<file path="src/rtl/neuron_pkg.sv">
// rtl/neuron_pkg.sv - shared widths, saturation limits and state encoding for neuron_accumulator
package neuron_pkg;

  localparam int DATA_WIDTH = 32;

  localparam logic [DATA_WIDTH-1:0] SAT_MAX = 32'h7FFF_FFFF;
  localparam logic [DATA_WIDTH-1:0] SAT_MIN = 32'h8000_0000;

  typedef enum logic [1:0] {
    IDLE   = 2'd0,
    ACCUM  = 2'd1,
    OUTPUT = 2'd2
  } neuron_state_t;

endpackage

</file>
<file path="src/rtl/sat_clamp.sv">
// rtl/sat_clamp.sv - clamps a wide signed value into the signed 32-bit range
module sat_clamp
  import neuron_pkg::*;
#(
  parameter int IN_WIDTH = 40
) (
  input  logic signed [IN_WIDTH-1:0]   din,
  output logic        [DATA_WIDTH-1:0] dout
);

  // Bits from the 32-bit sign position upward; the value fits when they all agree.
  logic [IN_WIDTH-DATA_WIDTH:0] upper;

  // Pass the low word through when it fits, otherwise clamp by the sign of the input.
  always_comb begin
    upper = din[IN_WIDTH-1:DATA_WIDTH-1];
    if ((&upper) || !(|upper)) begin
      dout = din[DATA_WIDTH-1:0];
    end else if (din[IN_WIDTH-1]) begin
      dout = SAT_MIN;
    end else begin
      dout = SAT_MAX;
    end
  end

endmodule

</file>
<file path="src/rtl/neuron_accumulator.sv">
// rtl/neuron_accumulator.sv - sums N_INPUTS products plus bias, saturates, optional ReLU (macro NEURON_RELU_EN)
module neuron_accumulator
  import neuron_pkg::*;
#(
  parameter int N_INPUTS  = 4,
  parameter int ACC_WIDTH = 40
) (
  input  logic                  clk,
  input  logic                  rst,
  input  logic [DATA_WIDTH-1:0] in_data,
  input  logic                  in_valid,
  output logic                  in_ready,
  input  logic [DATA_WIDTH-1:0] bias,
  output logic [DATA_WIDTH-1:0] out_data,
  output logic                  out_valid,
  input  logic                  out_ready,
  output logic                  busy
);

  localparam int CNT_W = $clog2(N_INPUTS + 1);

  neuron_state_t               state, state_nxt;
  logic signed [ACC_WIDTH-1:0] acc, acc_nxt;
  logic        [CNT_W-1:0]     cnt, cnt_nxt;
  logic signed [ACC_WIDTH-1:0] sext_in, sext_bias;
  logic        [DATA_WIDTH-1:0] sat_val, res_val;
  logic                        beat;

  // Handshake flags decode the state register only, so no input reaches an output combinationally.
  assign in_ready  = (state != OUTPUT);
  assign out_valid = (state == OUTPUT);
  assign busy      = (state != IDLE);
  assign beat      = in_valid && in_ready;

  assign sext_in   = {{(ACC_WIDTH-DATA_WIDTH){in_data[DATA_WIDTH-1]}}, in_data};
  assign sext_bias = {{(ACC_WIDTH-DATA_WIDTH){bias[DATA_WIDTH-1]}}, bias};

  // Next state, running sum and beat count; bias is folded in only on the first beat of a group.
  always_comb begin
    state_nxt = state;
    acc_nxt   = acc;
    cnt_nxt   = cnt;
    case (state)
      IDLE: begin
        if (beat) begin
          acc_nxt   = sext_bias + sext_in;
          cnt_nxt   = CNT_W'(1);
          state_nxt = (N_INPUTS == 1) ? OUTPUT : ACCUM;
        end
      end
      ACCUM: begin
        if (beat) begin
          acc_nxt = acc + sext_in;
          cnt_nxt = cnt + CNT_W'(1);
          if (cnt_nxt == CNT_W'(N_INPUTS)) begin
            state_nxt = OUTPUT;
          end
        end
      end
      OUTPUT: begin
        if (out_ready) begin
          state_nxt = IDLE;
          cnt_nxt   = '0;
        end
      end
      default: begin
        state_nxt = IDLE;
      end
    endcase
  end

  // Saturate the sum as it will stand after this edge, so the result is ready on OUTPUT entry.
  sat_clamp #(
    .IN_WIDTH(ACC_WIDTH)
  ) u_sat (
    .din (acc_nxt),
    .dout(sat_val)
  );

  // Optional rectification of the saturated value.
  always_comb begin
`ifdef NEURON_RELU_EN
    res_val = sat_val[DATA_WIDTH-1] ? '0 : sat_val;
`else
    res_val = sat_val;
`endif
  end

  // State register.
  always_ff @(posedge clk) begin
    if (rst) begin
      state <= IDLE;
    end else begin
      state <= state_nxt;
    end
  end

  // Datapath registers; the result is captured once on entry to OUTPUT and held until the next group.
  always_ff @(posedge clk) begin
    if (rst) begin
      acc      <= '0;
      cnt      <= '0;
      out_data <= '0;
    end else begin
      acc <= acc_nxt;
      cnt <= cnt_nxt;
      if ((state != OUTPUT) && (state_nxt == OUTPUT)) begin
        out_data <= res_val;
      end
    end
  end

endmodule
</file>
<file path="config.mk">
export PLATFORM = sky130hd
export DESIGN_NAME = neuron_accumulator
export DESIGN_NICKNAME = d
export VERILOG_FILES = /design/src/rtl/neuron_pkg.sv /design/src/rtl/sat_clamp.sv /design/src/rtl/neuron_accumulator.sv
export SDC_FILE = /design/constraint.sdc
export NUM_CORES = 1
export LEC_CHECK = 0
export CAP_MARGIN = 20
export CORE_ASPECT_RATIO = 1.2
export CORE_UTILIZATION = 45
export DETAILED_ROUTE_END_ITERATION = 8
export GPL_TIMING_DRIVEN = 1
export HOLD_SLACK_MARGIN = 0.03
export PLACE_DENSITY = 0.78
export SYNTH_ARGS = -nofsm -noshare
export SYNTH_HDL_FRONTEND = slang
export SYNTH_SLANG_ARGS = --single-unit
</file>
<file path="constraint.sdc">
create_clock -name clk -period 5.85 [get_ports clk]
set_clock_uncertainty 0.05 [all_clocks]
set_input_delay 1.4625 -clock clk [delete_from_list [all_inputs] [get_ports clk]]
set_output_delay 1.4625 -clock clk [all_outputs]
set_load 0.02 [all_outputs]
</file>
After elaboration in Yosys (flattened, before gate mapping)
Index checks and enable logic that the tools add are counted.
{ "totals": {"ff_bits": 77, "in_bits": 68, "out_inout_bits": 35, "word_cells": 39} }
{ "op_classes": {"n_addsub": 3, "eq_ne": 8, "mux": 14, "n_reduce_logical": 10} }
{ "op_table": {"columns": ["cell", "n"], "rows": [
  ["40-bit two-way mux", 2],
  ["40-bit case mux with 2 select lines", 1],
  ["32-bit two-way mux", 2],
  ["40-bit by 32-bit adder with 40-bit output", 1],
  ["32-bit by 32-bit adder with 33-bit output", 1],
  ["3-bit two-way mux", 3],
  ["3-bit case mux with 3 select lines", 1],
  ["9-bit AND reduction", 1],
  ["9-bit OR reduction", 1],
  ["2-bit two-way mux", 4],
  ["2-bit inequality test (second input constant)", 3],
  ["2-bit case mux with 3 select lines", 1],
  ["2-bit == test (second input constant)", 2],
  ["4-bit AND reduction", 1],
  ["3-bit by 1-bit adder with 3-bit output (second input constant)", 1],
  ["3-bit == test (second input constant)", 1],
  ["3-bit nonzero test", 1],
  ["2-bit by 1-bit == test with 1-bit output (second input constant)", 1],
  ["1-bit logical AND", 2],
  ["2-bit zero test", 1],
  ["2-bit by 1-bit inequality test with 1-bit output (second input constant)", 1],
  ["2-bit nonzero test", 1],
  ["1-bit zero test", 1],
  ["1-bit logical OR", 1]
]} }

Depth between registers and ports, before layout
{ "depth": {"depth_word": 8, "mapped_depth": 17, "ltp_nobuf": 14} }

Modules after synthesis
A second synthesis with hierarchy kept.
{ "unflattened": {"cells_unflattened": 1052, "area_unflattened_um2": 8049.0} }
{ "by_module_without_submodules": {"columns": ["module", "instances", "cells_each", "area_each_um2", "seq_area_each_um2"], "rows": [
  ["neuron_accumulator", 1, 970, 7432.1, 1541.5],
  ["sat_clamp", 1, 82, 616.8, 0.0]
]} }

Worst setup path before layout
Ideal clock, no wire load.
{ "synth_path": {"path_kind": "input to register", "from": "in in_data[0]", "to": "reg out_data[11]", "setup_ns": 0.080, "arrival_time_ns": 4.436, "required_time_ns": 5.720, "path_slack_ns": 1.284, "cell_stages": 16, "path_buffers": 2, "cell_sequence": "ha_1 inv_1 fa_1 nand2b_1 a211oi_2 o21ai_1 o21ai_1 nand3_1 and3_1 o31ai_1 o2111ai_1 o41ai_2 buf_6 buf_6 nand2_1 a211oi_2"} }
{ "synth_via": {"elab_chain_len": 7, "word_cells_on_any_way": 11, "cone_classes": "add/sub: 2; mux: 5; reduce/logical: 4"} }
{ "synth_rtl": {"columns": ["item", "line", "source"], "rows": [
  ["start: declaration", "neuron_accumulator.sv:10", "input logic [DATA_WIDTH-1:0] in_data,"],
  ["40-bit by 32-bit adder with 40-bit output / 32-bit by 32-bit adder with 33-bit output (equally long branches)", "neuron_accumulator.sv:53, neuron_accumulator.sv:46", null],
  ["40-bit two-way mux (on tied branches)", "neuron_accumulator.sv:52, neuron_accumulator.sv:45", null],
  ["40-bit case mux with 2 select lines (*)", "neuron_accumulator.sv:43", "case (state)"],
  ["9-bit OR reduction", "sat_clamp.sv:17", "if ((&upper) || !(|upper)) begin"],
  ["1-bit zero test", "sat_clamp.sv:17", null],
  ["1-bit logical OR", "sat_clamp.sv:17", null],
  ["32-bit two-way mux (*)", "sat_clamp.sv:17", null],
  ["end signal: assignment", "neuron_accumulator.sv:108", "out_data <= res_val;"],
  ["end: declaration", "neuron_accumulator.sv:14", "output logic [DATA_WIDTH-1:0] out_data,"]
]} }
Every way passes the cells marked *; elsewhere a longest branch is shown, timed or not.
A chain may end at the register's enable or synchronous reset.

Worst setup path after layout
{ "layout_path": {"from": "in in_data[31]", "to": "reg out_data[3]"} }
Same word-level chain as after synthesis.

==> impl_metrics.tcl <==
set metrics [dict create \
    status "finished, final reports clean" \
    fin_crit_sh_pct 93.11 \
    slew_headroom_pct 49.76 \
    syn_to_final_growth_pct 20.94 \
    netlist.area_leader.share_pct 20.12 \
    r2r.worst_path.cells 14 \
    io_pins 103 \
    min_to "out_data[31]$_SDFFE_PP0P_" \
    htreeDepth 3 \
    grt_max_degree 49 \
    coreArea_um2 16460 \
    synth_edf_count 0 \
    vias 8311 \
    synthArstFlopShare_pct 0 \
    synth-main-ff-cell "dfxtp_1" \
    drt_iter0_drc 838 \
    rsz0062_at_grt "no" \
    worst_setup_path_end_kind "flop" \
    yosysTopAreaCell "dfxtp_1" \
    antennaDiodeCount 0 \
    nets 1260 \
    synth_area_leaders "dfxtp_1 (20%), ha_1 (13%), a21oi_1 (6.5%)" \
    ys_ff_latch 77 \
    synth.distinct_cells 83 \
    portBuffers 102 \
    grt_pass1_wl_mm 40.32 \
    ctsHoldBuffers 0 \
    ir_drop_mv 0.1467 \
    pre_cts_ws_ps 159.3 \
    cts_tree "done" \
    min_path_cells 2 \
    layout_min_cycle_time_ps 5447 \
    cts-root-buf "clkbuf_16" \
    antenna_found_initial 0 \
    cts_made_buffers 9 \
    initial_utilization_pct 46.53 \
    rr_endpoint "out_data[3]$_SDFFE_PP0P_" \
    place_congestion 1.030 \
    vias_per_cell 6.249 \
    syn_avg_cell_area_um2 7.496 \
    syn-num-nets 1169 \
    final_common_cell "nor2_1" \
    rrSetupSlack_ps 1370 \
    critPathArrivalTime_ps 5670 \
    drt-pass1-iter-count 6 \
    wirelength_mm 26.01 \
    die-area_um2 17550 \
    die-width_um 121.1 \
    wl_per_cell_um 19.56 \
    finalSetupTns_ps 0 \
    powerDensity_nw_per_um2 234.1 \
    post_cts_resized 0 \
    overflow 0 \
    worstSetupPathType "in2reg" \
    dp_hpwl_mm 20.18 \
    synth.yosys.warnings 0 \
    hold_start "out_data[31]$_SDFFE_PP0P_" \
    cp-start-kind "input port" \
    worst-slew-pin-transition_ps 751.8 \
    path_max_fanout 31 \
    clock_latency_ps 350 \
    cp_data_required_time_ps 6070 \
    finalHoldViolations 0 \
    rr_startpoint "state[1]$_SDFF_PP0_" \
    power.leakage_uw 0.003720 \
    drc 0 \
    fin_ws_ps 403.2 \
    numClockSinks 77 \
    drive_above_1_share_pct 7.603 \
    mostFrequentLayoutCells "nor2_1 (114), clkdlybuf4s50_1 (101), a21oi_1 (100)" \
    grt_pass1_vias 7876 \
    max_freq_ghz 0.1836 \
    postCtsSetupBuffers 0 \
    synth-seq-area-share_pct 20.12 \
    clockBufferDepth 2 \
    drtAntennaViolNets 0 \
    cts.clk_slew.worst_paths_ps 70 \
    rows 51 \
    slew_viol_final 0 \
    syn_inst 1022 \
    hold_path.class "reg2reg" \
    drv_cap 0 \
    fp.dieH_um 144.9 \
    syn_area_um2 7661 \
    setup_viol 0 \
    grt_util_all_layers_pct 29.38 \
]
-- critical path, stage by stage --
cell	delay, ps
clkdlybuf4s50_1	710
ha_1	550
nor4b_1	320
o21ai_0	130
nand3b_1	290
o21ai_1	620
o22a_1	250
o31ai_1	150
o41ai_4	450
buf_12	220
or2b_1	250
a211oi_1	220
-- layout make-up --
type	instances	area, µm²
clock inverters	7	105.1
multi-input cells	868	5791
fillers	1573	7198
flip-flops and latches	77	1541
clock buffers	9	225.2
inverters	31	116.4
repair buffers	126	1221
well taps	212	265.3
-- report_power, final --
| part | internal [µW] | switching [µW] | total (µW) |
|---|---|---|---|
| clock network | 382 | 263 | 645 |
| registers | 560 | 27.6 | 587 |
| logic | 375 | 561 | 936 |
-- routing by layer --
layer	GRT usage (%)	share of wire, %
met4	19.38	6.4
met2	48.26	47
met5	0	0
met1	35.74	40
met3	3.341	6.7
-- synthesized netlist by cell type (all sizes together), types with 5 or more instances --
cell type	count
o21ai	84
mux2i	5
nor3	16
clkbuf	27
nor2	115
or3	6
xnor2	25
dfxtp	77
ha	77
o21bai	12
and3	19
nand3	16
and2	7
nand2b	14
a21oi	102
a211oi	44
a31oi	10
buf	19
a21o	18
a221o	6
nand4	17
xor2	25
o31ai	6
o21a	11
o211ai	12
inv	30
nor2b	29
a22oi	19
nand2	97
o22ai	6
-- worst max path at each step --
| stage | start | endpoint | slack [ps] | depth (start not counted) |
|---|---|---|---|---|
| 5_1_grt | in_data[31] | out_data[1]$_SDFFE_PP0P_ | 230 | 12 |
| 2_1_floorplan | in_data[0] | out_data[11]$_SDFFE_PP0P_ | 1280 | 16 |
| 6_report | in_data[31] | out_data[3]$_SDFFE_PP0P_ | 400 | 12 |
| 4_1_cts | in_data[31] | out_data[3]$_SDFFE_PP0P_ | 490 | 12 |
| 3_3_place_gp | in_data[31] | out_data[0]$_SDFFE_PP0P_ | 180 | 12 |
| 3_5_place_dp | in_data[31] | out_data[1]$_SDFFE_PP0P_ | 160 | 12 |
-- per-stage QoR --
stage / total power [µW] / util [%] / instance area, µm² / instances / hold slack, ps
after CTS: 2153 / 56.28 / 9265 / 1330 / 427.0
after detailed placement: 1508 / 54.27 / 8935 / 1314 / 415.4
final: 2169 / 56.28 / 9265 / 1330 / 425.6
after global placement: 1503 / 54.27 / 8935 / 1314 / 415.8
after floorplan: 1237 / - / 7661 / 1022 / 417.7
after global routing: 2281 / 56.28 / 9265 / 1330 / 470.8
-- logic make-up (layout without fill, tap and decap cells) --
family,Yosys count,count (layout),share of synthesized area (%)
AOI/OAI and AO/OA,377,377,33.55
and+or+nand+nor,356,356,22.16
adders and majority gates,79,79,13.10
DFF,77,77,20.12
buffers and inverters,77,173,4.556
xor gates and xnor gates,50,50,5.716
muxes,6,6,0.8003
-- state kept, by name, summed over array words and instances, names as in the netlist --
signal and flops:
cnt 3, out_data 32, state 2, acc 40
Note: power is estimated with default switching activity, not from simulation.
